--- src/rtl/waveform_formatter_pkg.sv ---
// -----------------------------------------------------------------------------
// waveform_formatter_pkg
// Shared constants and types for the waveform fragment reassembler:
//   - WFRM_CMD_DEFAULT : expected header word 0 ("WWDA")
//   - HDR_* offsets    : position of each header word inside a fragment
//   - HDR_WORDS        : number of header words preceding fragment data
//   - wfrm_state_e     : reassembly FSM states; the header states share their
//                        encoding with the header word offset they consume
//   - is_header()      : true while the FSM is consuming header words
// -----------------------------------------------------------------------------
package waveform_formatter_pkg;

    localparam logic [31:0] WFRM_CMD_DEFAULT = 32'h57574441;

    localparam logic [2:0] HDR_CMD  = 3'd0;
    localparam logic [2:0] HDR_ID   = 3'd1;
    localparam logic [2:0] HDR_IND  = 3'd2;
    localparam logic [2:0] HDR_LEN  = 3'd3;
    localparam logic [2:0] HDR_RSVD = 3'd4;
    localparam int         HDR_WORDS = 5;

    typedef enum logic [2:0] {
        H_CMD  = HDR_CMD,
        H_ID   = HDR_ID,
        H_IND  = HDR_IND,
        H_LEN  = HDR_LEN,
        H_RSVD = HDR_RSVD,
        DATA   = 3'd5,
        DROP   = 3'd6
    } wfrm_state_e;

    function automatic logic is_header(input wfrm_state_e s);
        return (s == H_CMD) || (s == H_ID) || (s == H_IND) ||
               (s == H_LEN) || (s == H_RSVD);
    endfunction

endpackage

--- src/rtl/waveform_formatter_axis_out_reg.sv ---
// -----------------------------------------------------------------------------
// axis_out_reg
// One-entry AXI-Stream output register. A word is loaded when in_valid and
// in_ready; it is held (valid and payload stable) until out_ready takes it.
// Full throughput: a new word can be loaded in the same cycle the held word
// leaves.
// Ports:
//   clk, rst              clock, asynchronous active-high reset
//   in_valid/in_ready     upstream handshake (in_ready = ~valid | out_ready)
//   in_payload            word to register
//   out_valid/out_ready   downstream handshake
//   out_payload           registered word (cleared by reset)
// -----------------------------------------------------------------------------
module axis_out_reg
    import waveform_formatter_pkg::*;
#(
    parameter int PAYLOAD_W = 8
) (
    input  logic                 clk,
    input  logic                 rst,
    input  logic                 in_valid,
    output logic                 in_ready,
    input  logic [PAYLOAD_W-1:0] in_payload,
    output logic                 out_valid,
    input  logic                 out_ready,
    output logic [PAYLOAD_W-1:0] out_payload
);

    logic                 valid_q, valid_d;
    logic [PAYLOAD_W-1:0] payload_q, payload_d;

    assign in_ready    = ~valid_q | out_ready;
    assign out_valid   = valid_q;
    assign out_payload = payload_q;

    always_comb begin
        valid_d   = valid_q;
        payload_d = payload_q;
        if (in_valid && in_ready) begin
            valid_d   = 1'b1;
            payload_d = in_payload;
        end else if (out_ready) begin
            valid_d   = 1'b0;
        end
    end

    always_ff @(posedge clk or posedge rst) begin
        if (rst) begin
            valid_q   <= 1'b0;
            payload_q <= '0;
        end else begin
            valid_q   <= valid_d;
            payload_q <= payload_d;
        end
    end

endmodule

--- src/rtl/waveform_formatter.sv ---
// -----------------------------------------------------------------------------
// waveform_formatter
// Reassembles fragmented waveform packets into one contiguous AXI-Stream
// waveform. Each fragment = 5 header words (CMD, ID, IND, LEN, reserved) plus
// data words. Headers are checked and stripped, data words are forwarded with
// their keep/dest/id/user sidebands, and tlast marks the LEN-th data word of
// the whole waveform.
// Ports:
//   axi_tclk, axi_treset   clock, asynchronous active-high reset
//   wfrm_axis_*            fragment input stream (tready is an output)
//   tdata..tuser, tvalid   reassembled output stream, tready input
// Optional feature (macro WAVEFORM_FORMATTER_ORDER_CHECK_EN):
//   continuation fragments (IND != 0) are accepted only if IND matches the
//   expected fragment index and ID matches the ID of the current waveform.
//   Without the macro every fragment with a correct CMD is forwarded.
// -----------------------------------------------------------------------------
module waveform_formatter
    import waveform_formatter_pkg::*;
#(
    parameter logic [31:0] WFRM_CMD = WFRM_CMD_DEFAULT,
    parameter int          DEST_W   = 1,
    parameter int          ID_W     = 1,
    parameter int          USER_W   = 1
) (
    input  logic              axi_tclk,
    input  logic              axi_treset,
    input  logic [31:0]       wfrm_axis_tdata,
    input  logic              wfrm_axis_tvalid,
    input  logic              wfrm_axis_tlast,
    input  logic [3:0]        wfrm_axis_tkeep,
    input  logic [DEST_W-1:0] wfrm_axis_tdest,
    input  logic [ID_W-1:0]   wfrm_axis_tid,
    input  logic [USER_W-1:0] wfrm_axis_tuser,
    output logic              wfrm_axis_tready,
    output logic [31:0]       tdata,
    output logic              tvalid,
    output logic              tlast,
    output logic [3:0]        tkeep,
    output logic [DEST_W-1:0] tdest,
    output logic [ID_W-1:0]   tid,
    output logic [USER_W-1:0] tuser,
    input  logic              tready
);

    localparam int PAYLOAD_W = 1 + 4 + DEST_W + ID_W + USER_W + 32;

    wfrm_state_e state_q, state_d;
    logic        active_q, active_d;      // holds input ready low while in reset
    logic [31:0] wave_len_q, wave_len_d;  // LEN of the waveform being built
    logic [31:0] out_cnt_q, out_cnt_d;    // data words output for this waveform
    logic        new_wave_q, new_wave_d;  // current fragment has IND == 0
    logic        frag_bad_q, frag_bad_d;  // current fragment failed order check

`ifdef WAVEFORM_FORMATTER_ORDER_CHECK_EN
    logic [31:0] exp_ind_q, exp_ind_d;    // next fragment index we expect
    logic [31:0] frag_id_q, frag_id_d;    // ID field of the current fragment
    logic [31:0] wave_id_q, wave_id_d;    // ID of the waveform being built
`endif

    logic                 in_accept;
    logic                 push;
    logic                 last_word;
    logic                 reg_in_ready;
    logic [PAYLOAD_W-1:0] push_payload;
    logic [PAYLOAD_W-1:0] out_payload;

    // Header and drop states always sink words; in DATA the input is
    // throttled by the output register.
    assign wfrm_axis_tready = active_q &
                              ((state_q != DATA) | reg_in_ready);
    assign in_accept = wfrm_axis_tvalid & wfrm_axis_tready;
    assign push      = in_accept & (state_q == DATA);
    assign last_word = ((out_cnt_q + 32'd1) == wave_len_q);

    assign push_payload = {last_word, wfrm_axis_tkeep, wfrm_axis_tdest,
                           wfrm_axis_tid, wfrm_axis_tuser, wfrm_axis_tdata};
    assign {tlast, tkeep, tdest, tid, tuser, tdata} = out_payload;

    always_comb begin
        state_d    = state_q;
        active_d   = 1'b1;
        wave_len_d = wave_len_q;
        out_cnt_d  = out_cnt_q;
        new_wave_d = new_wave_q;
        frag_bad_d = frag_bad_q;
`ifdef WAVEFORM_FORMATTER_ORDER_CHECK_EN
        exp_ind_d  = exp_ind_q;
        frag_id_d  = frag_id_q;
        wave_id_d  = wave_id_q;
`endif
        if (in_accept) begin
            case (state_q)
                H_CMD: begin
                    new_wave_d = 1'b0;
                    frag_bad_d = 1'b0;
                    if (wfrm_axis_tlast) begin
                        state_d = H_CMD;
                    end else if (wfrm_axis_tdata != WFRM_CMD) begin
                        state_d = DROP;
                    end else begin
                        state_d = H_ID;
                    end
                end
                H_ID: begin
`ifdef WAVEFORM_FORMATTER_ORDER_CHECK_EN
                    frag_id_d = wfrm_axis_tdata;
`endif
                    state_d = wfrm_axis_tlast ? H_CMD : H_IND;
                end
                H_IND: begin
                    new_wave_d = (wfrm_axis_tdata == 32'd0);
`ifdef WAVEFORM_FORMATTER_ORDER_CHECK_EN
                    frag_bad_d = (wfrm_axis_tdata != 32'd0) &&
                                 ((wfrm_axis_tdata != exp_ind_q) ||
                                  (frag_id_q != wave_id_q));
`endif
                    state_d = wfrm_axis_tlast ? H_CMD : H_LEN;
                end
                H_LEN: begin
                    // A fragment with IND == 0 (re)starts the waveform.
                    if (new_wave_q) begin
                        wave_len_d = wfrm_axis_tdata;
                        out_cnt_d  = 32'd0;
`ifdef WAVEFORM_FORMATTER_ORDER_CHECK_EN
                        wave_id_d  = frag_id_q;
                        exp_ind_d  = 32'd0;
`endif
                    end
                    state_d = wfrm_axis_tlast ? H_CMD : H_RSVD;
                end
                H_RSVD: begin
                    // Nothing to forward if the waveform is empty or already
                    // complete (a stray continuation fragment).
                    if (wfrm_axis_tlast) begin
                        state_d = H_CMD;
                    end else if (frag_bad_q || (wave_len_q == 32'd0) ||
                                 (out_cnt_q >= wave_len_q)) begin
                        state_d = DROP;
                    end else begin
                        state_d = DATA;
                    end
                end
                DATA: begin
                    out_cnt_d = out_cnt_q + 32'd1;
                    if (last_word) begin
`ifdef WAVEFORM_FORMATTER_ORDER_CHECK_EN
                        exp_ind_d = 32'd0;
`endif
                        // If the final word also ends the fragment there is
                        // nothing left to drop.
                        state_d = wfrm_axis_tlast ? H_CMD : DROP;
                    end else if (wfrm_axis_tlast) begin
`ifdef WAVEFORM_FORMATTER_ORDER_CHECK_EN
                        exp_ind_d = exp_ind_q + 32'd1;
`endif
                        state_d = H_CMD;
                    end
                end
                DROP: begin
                    if (wfrm_axis_tlast) begin
                        state_d = H_CMD;
                    end
                end
                default: begin
                    state_d = H_CMD;
                end
            endcase
        end
    end

    always_ff @(posedge axi_tclk or posedge axi_treset) begin
        if (axi_treset) begin
            state_q    <= H_CMD;
            active_q   <= 1'b0;
            wave_len_q <= 32'd0;
            out_cnt_q  <= 32'd0;
            new_wave_q <= 1'b0;
            frag_bad_q <= 1'b0;
        end else begin
            state_q    <= state_d;
            active_q   <= active_d;
            wave_len_q <= wave_len_d;
            out_cnt_q  <= out_cnt_d;
            new_wave_q <= new_wave_d;
            frag_bad_q <= frag_bad_d;
        end
    end

`ifdef WAVEFORM_FORMATTER_ORDER_CHECK_EN
    always_ff @(posedge axi_tclk or posedge axi_treset) begin
        if (axi_treset) begin
            exp_ind_q <= 32'd0;
            frag_id_q <= 32'd0;
            wave_id_q <= 32'd0;
        end else begin
            exp_ind_q <= exp_ind_d;
            frag_id_q <= frag_id_d;
            wave_id_q <= wave_id_d;
        end
    end
`endif

    axis_out_reg #(
        .PAYLOAD_W (PAYLOAD_W)
    ) u_out_reg (
        .clk         (axi_tclk),
        .rst         (axi_treset),
        .in_valid    (push),
        .in_ready    (reg_in_ready),
        .in_payload  (push_payload),
        .out_valid   (tvalid),
        .out_ready   (tready),
        .out_payload (out_payload)
    );

endmodule

--- config.mk ---
export PLATFORM = sky130hd
export DESIGN_NAME = waveform_formatter
export DESIGN_NICKNAME = d
export VERILOG_FILES = /design/src/rtl/waveform_formatter_pkg.sv /design/src/rtl/waveform_formatter_axis_out_reg.sv /design/src/rtl/waveform_formatter.sv
export SDC_FILE = /design/constraint.sdc
export NUM_CORES = 1
export LEC_CHECK = 0
export CAP_MARGIN = 40
export CORE_ASPECT_RATIO = 1.5
export CORE_UTILIZATION = 45
export DETAILED_ROUTE_END_ITERATION = 8
export PLACE_DENSITY = 0.72
export SYNTH_ARGS = -nofsm -noshare
export SYNTH_HDL_FRONTEND = slang
export SYNTH_HIERARCHICAL = 1
export SYNTH_SLANG_ARGS = --single-unit
--- constraint.sdc ---
create_clock -name axi_tclk -period 3.63 [get_ports axi_tclk]
set_clock_uncertainty 0.05 [all_clocks]
set_input_delay 0.5445 -clock axi_tclk [delete_from_list [all_inputs] [get_ports axi_tclk]]
set_output_delay 0.5445 -clock axi_tclk [all_outputs]
set_load 0.05 [all_outputs]
Yosys cells after proc, flatten, opt, wreduce, memory -nomap -nowiden:

Cells that the tools add are included.

* register bits after elaboration: 110
* bits of input ports: 44
* output and inout port bits: 42
* word-level logic and storage cells: 52

* add/sub/neg operators: 1
* $lt $le $gt $ge: 1
* equality and inequality tests: 10
* multiplexer cells: 16
* bitwise logic cells: 6
* reduce and logical (&&, ||, !) cells: 11

Operator list (count)
* logical NOT 32 bit: 2
* case mux 32 bit (2 select lines): 1
* adder 32 x 1 -> 32 bit (second input constant): 1
* equality test 32 bit: 1
* greater-or-equal comparator 32 bit: 1
* 2-to-1 mux 32 bit: 1
* inequality test 32 x 31 -> 1 bit (second input constant): 1
* 2-to-1 mux 3 bit: 7
* case mux 3 bit (7 select lines): 1
* equality test 3 bit (second input constant): 3
* equality test 3 x 2 -> 1 bit (second input constant): 2
* 2-to-1 mux 2 bit: 3
* AND reduction 3 bit: 2
* nonzero test 2 bit: 3
* AND 1 bit: 3
* equality test 3 x 1 -> 1 bit (second input constant): 1
* logical NOT 3 bit: 1
* inequality test 3 bit (second input constant): 1
* 2-to-1 mux 1 bit: 2
* inequality test 2 bit (second input constant): 1
* OR 1 bit: 2
* case mux 1 bit (2 select lines): 1
* AND reduction 2 bit: 1
* logical AND 1 bit: 1
* 2 further kinds: 2

Logic depth before layout (Yosys ltp):

Gate-level depths: netlist (run 1).

* depth after elaboration: 8
* mapped depth: 11
* depth with buffers taken out: 10

By module:

Netlist (run 1), hierarchy kept.

Modules (own cells, without submodules)
* waveform_formatter: instances 1, cells an instance 639, area each 5157.4 um^2, sequential area each 1726.7 um^2
* axis_out_reg: instances 1, cells an instance 89, area each 1706.6 um^2, sequential area each 1026.0 um^2

Worst setup path before layout (run 1):

Ideal clock, no wire load.

* kind: reg-to-reg
* from: register u_out_reg.valid_q, in the netlist u_out_reg/out_valid
* to: register u_out_reg.payload_q[0], in the netlist u_out_reg/out_payload[0]
* library setup time: 125 ps
* data arrival time: 2881 ps
* required time: 3455 ps
* slack: 574 ps
* stages on the path, launching flop included: 11
* path buffers: 3
* clock period less this slack: 3056 ps
* cells stage by stage: dfrtp_1 > nand2b_4 > o31a_1 > nand2_1 > or3_1 > clkbuf_1 > inv_1 > clkbuf_1 > nand2_4 > buf_6 > mux2_4

* cells in the longest elaborated chain, start to end: 7

RTL lines
* from (decl): RTL line waveform_formatter_axis_out_reg.sv:29 `logic valid_q, valid_d;`
* from (signal assigned): RTL line waveform_formatter_axis_out_reg.sv:52 `valid_q <= valid_d;`
* inverter 1 bit: RTL line waveform_formatter_axis_out_reg.sv:32 `assign in_ready = ~valid_q | out_ready;`
* OR 1 bit: RTL line waveform_formatter_axis_out_reg.sv:32
* named net reg_in_ready: RTL line waveform_formatter.sv:63 `logic reg_in_ready;`
* OR 1 bit: RTL line waveform_formatter.sv:70 `((state_q != DATA) | reg_in_ready);`
* AND 1 bit: RTL line waveform_formatter.sv:69 `assign wfrm_axis_tready = active_q &`
* named net wfrm_axis_tready: RTL line waveform_formatter.sv:34 `output logic wfrm_axis_tready,`
* AND 1 bit: RTL line waveform_formatter.sv:71 `assign in_accept = wfrm_axis_tvalid & wfrm_axis_tready;`
* AND 1 bit: RTL line waveform_formatter.sv:72 `assign push = in_accept & (state_q == DATA);`
* named net push: RTL line waveform_formatter.sv:61 `logic push;`
* logical AND 1 bit: RTL line waveform_formatter_axis_out_reg.sv:39 `if (in_valid && in_ready) begin`
* to (signal assigned): RTL line waveform_formatter_axis_out_reg.sv:53 `payload_q <= payload_d;`
* to (decl): RTL line waveform_formatter_axis_out_reg.sv:30 `logic [PAYLOAD_W-1:0] payload_q, payload_d;`

The timed path passes the listed nets, and every way through them passes these cells.
A chain may end at the register's enable or synchronous reset.

Final worst setup path (run 1):

* from: register out_cnt_q[0]
* to: register state_q[0]

* cells in the longest elaborated chain, start to end: 5
* elaborated cells between the ends (all ways): 8
* classes of those cells: 1 x add/sub; 1 x order compare; 1 x eq/ne; 4 x mux; 1 x reduce/logical

RTL lines
* from (decl): RTL line waveform_formatter.sv:50 `logic [31:0] out_cnt_q, out_cnt_d;`
* from (signal assigned): RTL line waveform_formatter.sv:183 `out_cnt_q <= out_cnt_d;`
* branches (longest 4 deep; another with adder 32 x 1 -> 32 bit)
* case mux 3 bit (7 select lines) *: RTL line waveform_formatter.sv:92 `case (state_q)`
* to (signal assigned): RTL line waveform_formatter.sv:180 `state_q <= state_d;`
* to (decl): RTL line waveform_formatter.sv:47 `wfrm_state_e state_q, state_d;`

Mark *: on every way between the ends.

==> metrics, run 1 <==
vias 5916; RSZ-0062 raised after global routing false; DR DRC count 0; Initial Utilization 0.466; Critical Path RT 3820 ps; post-synthesis sequential area ratio 0.401; clock sinks 110; syn nets 805; Top FF cell, synth dfrtp_1; Fillers 1335; Max Slew Vio Count 0; H-tree levels 3; die width 103 µm; largest family of logic cells by synthesized area simple AND/OR/NAND/NOR gates; vias in the first global route 5943; status completed; Cell Area, Synth 0.00686 mm²; Die H 153 µm; drt first pass iters 5; setup TNS 0 ps; CTS tree yes; Final Hold Vio Count 0; Setup WS post-layout 359 ps; M3 GR Usage 0.0270; DRT iter0 DRCs 288; post-layout util 0.556; xor/xnor share of the synthesized area 0.0496; share of layout cells above drive strength 1 0.110; IO Pins 86; # diodes 0; EDFF count, synth 0; clock root cell clkbuf_16; post-route ant nets 0; Final setup viols 0; slew of the pin with the lowest slew margin 748 ps; core box area 0.0147 mm²; Max Cap Viol 0; Final Cell Area 0.00819 mm²; Worst Hold Class flop to flop; PwrDens 550 mW/mm²; multiplexer share of the synthesized area 0.0935; drt via density 5.93; gr busiest metal met2; post-synthesis adder-cell area fraction 0.0602; CTS buffer count 9; synthesized flop and latch total 110; nets 873; Reg clk slew, reported paths 80 ps; Clock Path Buffers 2; synth unique cells 61; relative slew slack 0.501; antenna violations before repair 0; Detail Placement HPWL 15100 µm; GPL Wtd Cong 0.903; final WL 19700 µm; VDD IR-drop max 368 µV; largest net degree at the start of global routing 45; met1 Use GR 0.321; Cells after Synth 728; mean post-synth cell area 9.43 µm²; crit end category flop; fmax 306 MHz; DP Area 0.00788 mm²; total grt overflow 0; Worst setup SP type flop; input/output buffers 85; Clk Latency, worst-skew pair 350 ps; Final period util 0.901; minimum setup slack after placement 280 ps; Synth-to-Final Area Change 19.3%; Compound-Gate Fraction of Synth Area 0.144; WL/cell 19.8 µm; num rows 54; Post-Synth Simple-Gate Area 0.196; WP data arrival 3460 ps; Synth Warn # 6; Leak 0.00371 µW; Async SR Flop Fraction 1.00; hold buffer count at CTS 0; first-pass GRT wire length 31600 µm; die area 0.0158 mm²; total track usage 0.261; CP max FO 10; min Tclk post-route 3270 ps; critical path type flop to flop; GR Layer Usage met2 0.445
## layer usage
metal	vias to the layer above	part of all wire
met5	-	0
met4	0	0.045
met3	49	0.046
met2	222	0.50
met1	2879	0.41
li1	2766	-
## cell usage after synthesis (3+ instances only)
library cell	n	area share
nor2_1	43	0.024
xor2_1	13	0.017
o41ai_1	6	0.0077
a21oi_1	26	0.019
a211oi_1	5	0.0055
nand2_1	77	0.042
and4_1	7	0.0089
nand3_1	19	0.014
and3_1	11	0.010
o2111ai_1	3	0.0038
a21o_1	3	0.0033
buf_6	5	0.0082
nor4_1	23	0.021
nand2b_1	5	0.0046
nand4_1	25	0.023
and2_1	10	0.0091
mux2_4	40	0.087
nor3_1	12	0.0087
a31oi_1	6	0.0055
buf_2	11	0.0080
xnor2_1	24	0.031
ha_1	33	0.060
inv_1	39	0.021
nand4_2	3	0.0055
buf_4	6	0.0066
o211ai_1	3	0.0033
clkbuf_1	19	0.010
mux2i_1	3	0.0044
dfrtp_1	110	0.40
o21ai_0	87	0.063
o31ai_1	12	0.013
## area by class of cell
type / instances / area (µm²) / area share
Clock buffer: 10 / 239 / 0.0292
Clock inverter: 6 / 61.3 / 0.00749
Inverter: 39 / 146 / 0.0179
Multi-Input combinational cell: 538 / 3750 / 0.458
Sequential cell: 110 / 2750 / 0.336
Tap cell: 196 / 245 / 0.0299
Timing Repair Buffer: 98 / 993 / 0.121
## per-stage QoR
stage / hold slack [ps] / cells / total power, µW
2_1_floorplan: 425 / 728 / 2880
3_3_place_gp: 446 / 980 / 3460
3_5_place_dp: 447 / 981 / 3520
4_1_cts: 467 / 997 / 4530
5_1_grt: 482 / 997 / 4680
6_report: 463 / 997 / 4500
## placed cells by master (no fill, tap or decap), types with 7 or more instances in the layout
cell	instances
nand4_1	25
and2_1	10
a21oi_1	26
clkbuf_16	9
and4_1	7
clkdlybuf4s50_1	85
o21ai_0	87
and3_1	11
mux2_4	40
buf_4	10
ha_1	32
o31ai_1	12
xnor2_1	24
xor2_1	13
inv_1	38
nor4_1	23
nor3_1	11
nor2_1	42
nand2_1	77
dfrtp_1	110
nand3_1	19
## registers in the layout, summed over array words and instances, names as in the netlist
signal	count
out_cnt_q	32
u_out_reg/out_valid	1
new_wave_q	1
active_q	1
u_out_reg/out_payload	40
wave_len_q	32
state_q	3
## kinds of logic after synthesis
kind of cell,Yosys count
AOI/OAI and AO/OA,167
xor gates and xnor gates,38
adders and majority gates,33
buffers and inverters,80
DFF,110
muxes,44
other,1
and+or+nand+nor,255
## worst max-delay path, stage by stage (launching register included)
cell	delay (ps)
dfrtp_1	430
ha_2	320
and4_1	330
nand4_1	160
nor4_1	300
buf_4	170
mux2i_1	330
o2111ai_1	160
nor4b_1	380
nand4_1	200
a221o_1	330
## final timing paths
path	startpoint	to	slack, ps	depth (start not counted)
max	out_cnt_q[0]	state_q[0]	360	10
min reg2reg	u_out_reg/out_payload[15]	u_out_reg/out_payload[15]	460	1
max reg2reg	out_cnt_q[0]	state_q[0]	360	10
min in group asynchronous	axi_treset	u_out_reg/out_payload[2]	530	2
max in group asynchronous	axi_treset	state_q[2]	2250	3
min	u_out_reg/out_payload[15]	u_out_reg/out_payload[15]	460	1
## what timing repair did
item / CTS / global route
gates resized for setup: 0 / 2
setup endpoints to repair: 0 / 1
setup buffers: 0 / 0
## where the power goes
group / switching, µW / leakage (µW) / internal (µW) / total [µW]
logic: 1100 / 0.00226 / 747 / 1850
registers: 179 / 0.00131 / 1470 / 1650
clock network: 507 / 0.000144 / 503 / 1010
(Power assumes the default switching activity.)
==> run 2: changes to the inputs <==
--- a/config.mk
+++ b/config.mk
@@ -10,6 +10,8 @@
 export CORE_UTILIZATION = 45
 export DETAILED_ROUTE_END_ITERATION = 8
 export PLACE_DENSITY = 0.72
+export RECOVER_POWER = 50
+export SKIP_CTS_REPAIR_TIMING = 1
 export SYNTH_ARGS = -nofsm -noshare
 export SYNTH_HDL_FRONTEND = slang
 export SYNTH_HIERARCHICAL = 1
==> metrics, run 2 (synthesis gave the netlist of run 1 again) <==
status completed (unchanged); WL/cell 19.7 µm (was 19.8 µm); drt first pass iters 5 (unchanged); crit path max-delay cell type dfrtp_1 (unchanged); H-tree levels 3 (unchanged); min Tclk post-route 3240 ps (was 3270 ps); first-pass GRT wire length 31600 µm (unchanged); CP max FO 10 (unchanged); Max Cap Viol 0 (unchanged); RSZ-0062 raised after global routing false (unchanged); Initial Utilization 0.466 (unchanged); Detail Placement HPWL 15100 µm (unchanged); post-route ant nets 0 (unchanged); hold_sp u_out_reg/out_payload[15] (unchanged); P_sw 1780 µW (about the same); core box area 0.0147 mm² (unchanged); Worst Hold Class flop to flop (unchanged); post-layout util 0.553 (was 0.556); total grt overflow 0 (unchanged); Final setup viols 0 (unchanged); Switching Fraction 0.400 (was 0.396); PwrDens 547 mW/mm² (was 550 mW/mm²); R2R depth 10 (unchanged); die area 0.0158 mm² (unchanged); Max Slew Vio Count 0 (unchanged); worst path cell trace ha_2 -> and4_1 -> nand4_1 -> nor4_1 -> buf_4 -> mux2i_1 -> o2111ai_1 -> nor4b_1 -> nand4_1 -> a221o_1 (unchanged); critical path type flop to flop (unchanged); total track usage 0.261 (unchanged); vias 5874 (was 5916); Final Hold Vio Count 0 (unchanged); Clock Power Share 0.228 (was 0.224); antenna violations before repair 0 (unchanged); Die H 153 µm (unchanged); most frequent cells in the layout dfrtp_1, o21ai_0, nand2_1, clkdlybuf4s50_1, nor2_1 (was dfrtp_1, o21ai_0, clkdlybuf4s50_1, nand2_1, nor2_1); clock root cell clkbuf_16 (unchanged); VDD IR-drop max 366 µV (was 368 µV); max reg flops 40 (unchanged); die width 103 µm (unchanged); crit end category flop (unchanged); slew of the pin with the lowest slew margin 1250 ps (was 748 ps); Clk Latency, worst-skew pair 350 ps (about the same); WP data arrival 3440 ps (was 3460 ps); DRT iter0 DRCs 302 (was 288); Critical Path Sink state_q[0] (unchanged); Leak 0.00371 µW (about the same); Finished Layout Cells 997 (unchanged); vias in the first global route 5943 (unchanged); Worst setup startpoint out_cnt_q[0] (unchanged); IO Pins 86 (unchanged); minimum setup slack after placement 280 ps (unchanged); worst hold path depth 1 (unchanged); Setup WS post-layout 386 ps (was 359 ps); DP Cell Count 981 (unchanged); final WL 19700 µm (about the same); CTS buffer count 9 (unchanged); r2r startpoint out_cnt_q[0] (unchanged); Clock Path Buffers 2 (unchanged); num rows 54 (unchanged); Reg clk slew, reported paths 80 ps (about the same); Synth-to-Final Area Change 18.6% (was 19.3%); fmax 308 MHz (was 306 MHz); delay of the slowest critical-path stage 430 ps (about the same); setup TNS 0 ps (unchanged); relative slew slack 0.165 (was 0.501); Final period util 0.894 (was 0.901); share of layout cells above drive strength 1 0.105 (was 0.110); Critical Path RT 3820 ps (about the same); r2r setup slk 390 ps (was 360 ps); CTS tree yes (unchanged); most common cell after layout, fill and taps aside dfrtp_1 (unchanged); nets 873 (unchanged); logic gate share of total power 0.404 (was 0.410); sequential power share 0.368 (was 0.366); GPL Wtd Cong 0.903 (unchanged); largest net degree at the start of global routing 45 (unchanged); drt via density 5.89 (was 5.93); Worst R2R End state_q[0] (unchanged); DR DRC count 0 (unchanged); clock sinks 110 (unchanged); Worst setup SP type flop (unchanged); cell mode on critical path nand4_1 (unchanged); hold slack final 458 ps (was 463 ps); Pint 2670 µW (was 2720 µW); input/output buffers 85 (unchanged); # diodes 0 (unchanged)
==> run 2: cell count changes in the layout (fill, tap and decap cells not counted), sizes merged <==
cell	previous run	this run
clkdlybuf4s50	85	65
dlygate4sd3	0	20
buf	13	10
clkbuf	10	13
==> run 2: power by group through the flow <==
stage / clock, µW / sequential, µW / combinational, µW
floorplan: 0 / 2400 / 480
global placement: 0 / 1650 / 1810
detailed placement: 0 / 1670 / 1850
CTS: 1030 / 1650 / 1860
global route: 1070 / 1670 / 1880
finish: 1010 / 1640 / 1800
==> run 2: worst min path at each step <==
| stage | slack, ps | to |
|---|---|---|
| finish | 460 | u_out_reg/out_payload[15] |
| global route | 480 | u_out_reg/out_payload[16] |
| CTS | 470 | u_out_reg/out_payload[38] |
| detailed placement | 450 | u_out_reg/out_payload[24] |
| global placement | 450 | u_out_reg/out_payload[17] |
| floorplan | 420 | new_wave_q |
==> run 2: layer usage <==
layer  wire length, µm  up-vias  global-route usage
li1                  -     2768                   -
met1              8160     2862               0.321
met2              9830      192               0.445
met3               778       52              0.0270
met4               902        0               0.131
met5                 0        -                   0
==> run 2: final cells by class <==
class                   count  area (µm²)
inverters                  39         146
clock inverters             6        61.3
multi-input cells         538        3740
flip-flops and latches    110        2750
clock buffers              10         239
repair buffers             98         951
well taps                 196         245
fillers                  1343        6590
==> run 2: critical path, delay by kind of cell, from the launching register on <==
family	cells	cell delay, ps
AND/OR/NAND/NOR	5	1340
AO/OA/AOI/OAI	2	490
flip-flops	1	430
multiplexers	1	330
adder cells (fa/ha/maj)	1	320
buffers and inverters	1	170
==> run 2: through the flow <==
| stage | cell area [µm²] | power [µW] |
|---|---|---|
| floorplan | 6860 | 2880 |
| global route | 8140 | 4630 |
| CTS | 8180 | 4530 |
| detailed placement | 7880 | 3520 |
| global placement | 7860 | 3460 |
| finish | 8140 | 4460 |
==> run 3: changes to the inputs <==
--- a/config.mk
+++ b/config.mk
@@ -8,8 +8,9 @@
 export CAP_MARGIN = 40
 export CORE_ASPECT_RATIO = 1.5
 export CORE_UTILIZATION = 45
+export CTS_CLUSTER_SIZE = 28
 export DETAILED_ROUTE_END_ITERATION = 8
-export PLACE_DENSITY = 0.72
+export PLACE_DENSITY = 0.63
 export RECOVER_POWER = 50
 export SKIP_CTS_REPAIR_TIMING = 1
 export SYNTH_ARGS = -nofsm -noshare
==> constraint.sdc (replaced) <==
create_clock -name axi_tclk -period 3.2 [get_ports axi_tclk]
set_clock_uncertainty 0.05 [all_clocks]
set_input_delay 0.48 -clock axi_tclk [delete_from_list [all_inputs] [get_ports axi_tclk]]
set_output_delay 0.48 -clock axi_tclk [all_outputs]
set_load 0.05 [all_outputs]
==> metrics, run 3 (synthesis gave the netlist of run 1 again) <==
most frequent cells in the layout dfrtp_1, o21ai_0, nand2_1, clkdlybuf4s50_1, buf_4 (was dfrtp_1, o21ai_0, nand2_1, clkdlybuf4s50_1, nor2_1); delay of the slowest critical-path stage 360 ps (was 430 ps); status complete, but fails checks (was completed); clock sinks 110 (unchanged); die width 103 µm (unchanged); logic gate share of total power 0.416 (was 0.404); Fillers 1373 (was 1343); P_sw 2020 µW (was 1780 µW); H-tree levels 3 (unchanged); largest net degree at the start of global routing 70 (was 45); share of layout cells above drive strength 1 0.152 (was 0.105); Hold Path End u_out_reg/out_payload[18] (was u_out_reg/out_payload[15]); Setup WS post-layout 132 ps (was 386 ps); minimum setup slack after placement 141 ps (was 280 ps); Switching Fraction 0.398 (was 0.400); Max Slew Vio Count 112 (was 0); worst hold path depth 1 (unchanged); Clock Path Buffers 2 (unchanged); RSZ-0062 raised after global routing false (unchanged); PwrDens 602 mW/mm² (was 547 mW/mm²); first-pass GRT wire length 32200 µm (was 31600 µm); total grt overflow 0 (unchanged); Critical Path RT 3390 ps (was 3820 ps); slew of the pin with the lowest slew margin 2100 ps (was 1250 ps); CP max FO 9 (was 10); total track usage 0.265 (was 0.261); GR Layer Usage met2 0.444 (was 0.445); Worst setup SP type flop (unchanged); min Tclk post-route 3070 ps (was 3240 ps); Initial Utilization 0.466 (unchanged); WL/cell 19.5 µm (was 19.7 µm); post-layout util 0.573 (was 0.553); Tot Pwr 5080 µW (was 4460 µW); die area 0.0158 mm² (unchanged); vias 6069 (was 5874); VDD IR-drop max 487 µV (was 366 µV); drt first pass iters 6 (was 5); DR DRC count 0 (unchanged); nets 908 (was 873); Worst Path Buf+Inv 2 (was 1); CTS buffer count 9 (unchanged); R2R depth 11 (was 10); failing checks max-capacitance violations, max-slew violations; worst path cell trace ha_1 -> buf_4 -> and4_1 -> nand4_1 -> nor4_1 -> buf_4 -> mux2i_1 -> o2111ai_1 -> nor4b_2 -> nand4_1 -> a221o_1 (was ha_2 -> and4_1 -> nand4_1 -> nor4_1 -> buf_4 -> mux2i_1 -> o2111ai_1 -> nor4b_1 -> nand4_1 -> a221o_1); core box area 0.0147 mm² (unchanged); sequential power share 0.359 (was 0.368); Worst path top cell family by delay simple AND/OR/NAND/NOR gates (unchanged); Leak 0.00389 µW (was 0.00371 µW); clock root cell clkbuf_16 (unchanged); M3 GR Usage 0.0343 (was 0.0270); relative slew slack -0.402 (was 0.165); Final setup viols 0 (unchanged); Synth-to-Final Area Change 23.0% (was 18.6%); Clk Latency, worst-skew pair 360 ps (was 350 ps); critical path type flop to flop (unchanged); post-route ant nets 0 (unchanged); final WL 20100 µm (was 19700 µm); drt via density 5.88 (was 5.89); WP data arrival 3260 ps (was 3440 ps); gr busiest metal met2 (unchanged); IO Pins 86 (unchanged); GPL Wtd Cong 0.923 (was 0.903); met1 Use GR 0.337 (was 0.321); Final Hold Vio Count 0 (unchanged); Worst R2R End state_q[0] (unchanged); Clock Power Share 0.225 (was 0.228); fmax 326 MHz (was 308 MHz); setup TNS 0 ps (unchanged); Final period util 0.959 (was 0.894); Die H 153 µm (unchanged); DRT iter0 DRCs 300 (was 302); hold slack final 456 ps (was 458 ps); # diodes 0 (unchanged); area of the multi-input gates 0.00377 mm² (was 0.00374 mm²); hold_sp u_out_reg/out_payload[18] (was u_out_reg/out_payload[15]); Max Cap Viol 2 (was 0); Reg clk slew, reported paths 80 ps (about the same); CTS tree yes (unchanged); Pint 3050 µW (was 2670 µW); input/output buffers 85 (unchanged); antenna violations before repair 0 (unchanged); r2r startpoint out_cnt_q[0] (unchanged); Worst Hold Class flop to flop (unchanged); vias in the first global route 6073 (was 5943); max reg flops 40 (unchanged); num rows 54 (unchanged); crit path max-delay cell type dfrtp_1 (unchanged); most common cell after layout, fill and taps aside dfrtp_1 (unchanged); storage element area 0.00276 mm² (was 0.00275 mm²); r2r setup slk 130 ps (was 390 ps); Detail Placement HPWL 15400 µm (was 15100 µm); crit end category flop (unchanged)
## run 3: cell types whose count changed in the layout (fill, tap and decap cells not counted), moves of 2 or more
cell,delta
dfrtp_2,+4
clkinv_8,+2
dfrtp_1,-4
nor4_1,-2
nor4_2,+2
buf_4,+35
## run 3: metal layers
layer  wire (µm)  share of wire
met5           0              0
met4         714          0.035
met2        9950           0.49
met3         984          0.049
met1        8500           0.42
## run 3: power by group through the flow
stage / combinational (µW) / clock [µW] / sequential, µW
final: 2110 / 1140 / 1820
after floorplan: 544 / 0 / 2720
after CTS: 2170 / 1170 / 1830
after global placement: 2140 / 0 / 1840
after global routing: 2220 / 1210 / 1860
after detailed placement: 2160 / 0 / 1860
## run 3: layout make-up
class	instances	area share
Timing Repair Buffer	133	0.144
Inverter	39	0.0173
Tap cell	196	0.0291
Clock buffer	9	0.0267
Sequential cell	110	0.327
Clock inverter	7	0.00978
Multi-Input combinational cell	538	0.446
## run 3: how the worst max path moves through the flow
| stage | start | endpoint | depth (start not counted) |
|---|---|---|---|
| finish | out_cnt_q[0] | state_q[0] | 11 |
| global route | out_cnt_q[0] | state_q[0] | 11 |
| CTS | out_cnt_q[2] | state_q[0] | 9 |
| detailed placement | out_cnt_q[0] | state_q[0] | 11 |
| global placement | out_cnt_q[0] | state_q[0] | 11 |
| floorplan | u_out_reg/out_valid | u_out_reg/out_payload[0] | 10 |
## run 3: per-stage QoR
| stage | cells | area, µm² |
|---|---|---|
| 3_3_place_gp | 1016 | 8140 |
| 5_1_grt | 1032 | 8440 |
| 2_1_floorplan | 728 | 6860 |
| 4_1_cts | 1032 | 8450 |
| 6_report | 1032 | 8440 |
| 3_5_place_dp | 1016 | 8140 |
## run 3: worst register-to-register path, cell delays in order (launching register included)
cell and delay (ps):
dfrtp_1 360, ha_1 180, buf_4 170, and4_1 310
nand4_1 190, nor4_1 340, buf_4 180, mux2i_1 170
o2111ai_1 140, nor4b_2 330, nand4_1 210, a221o_1 330
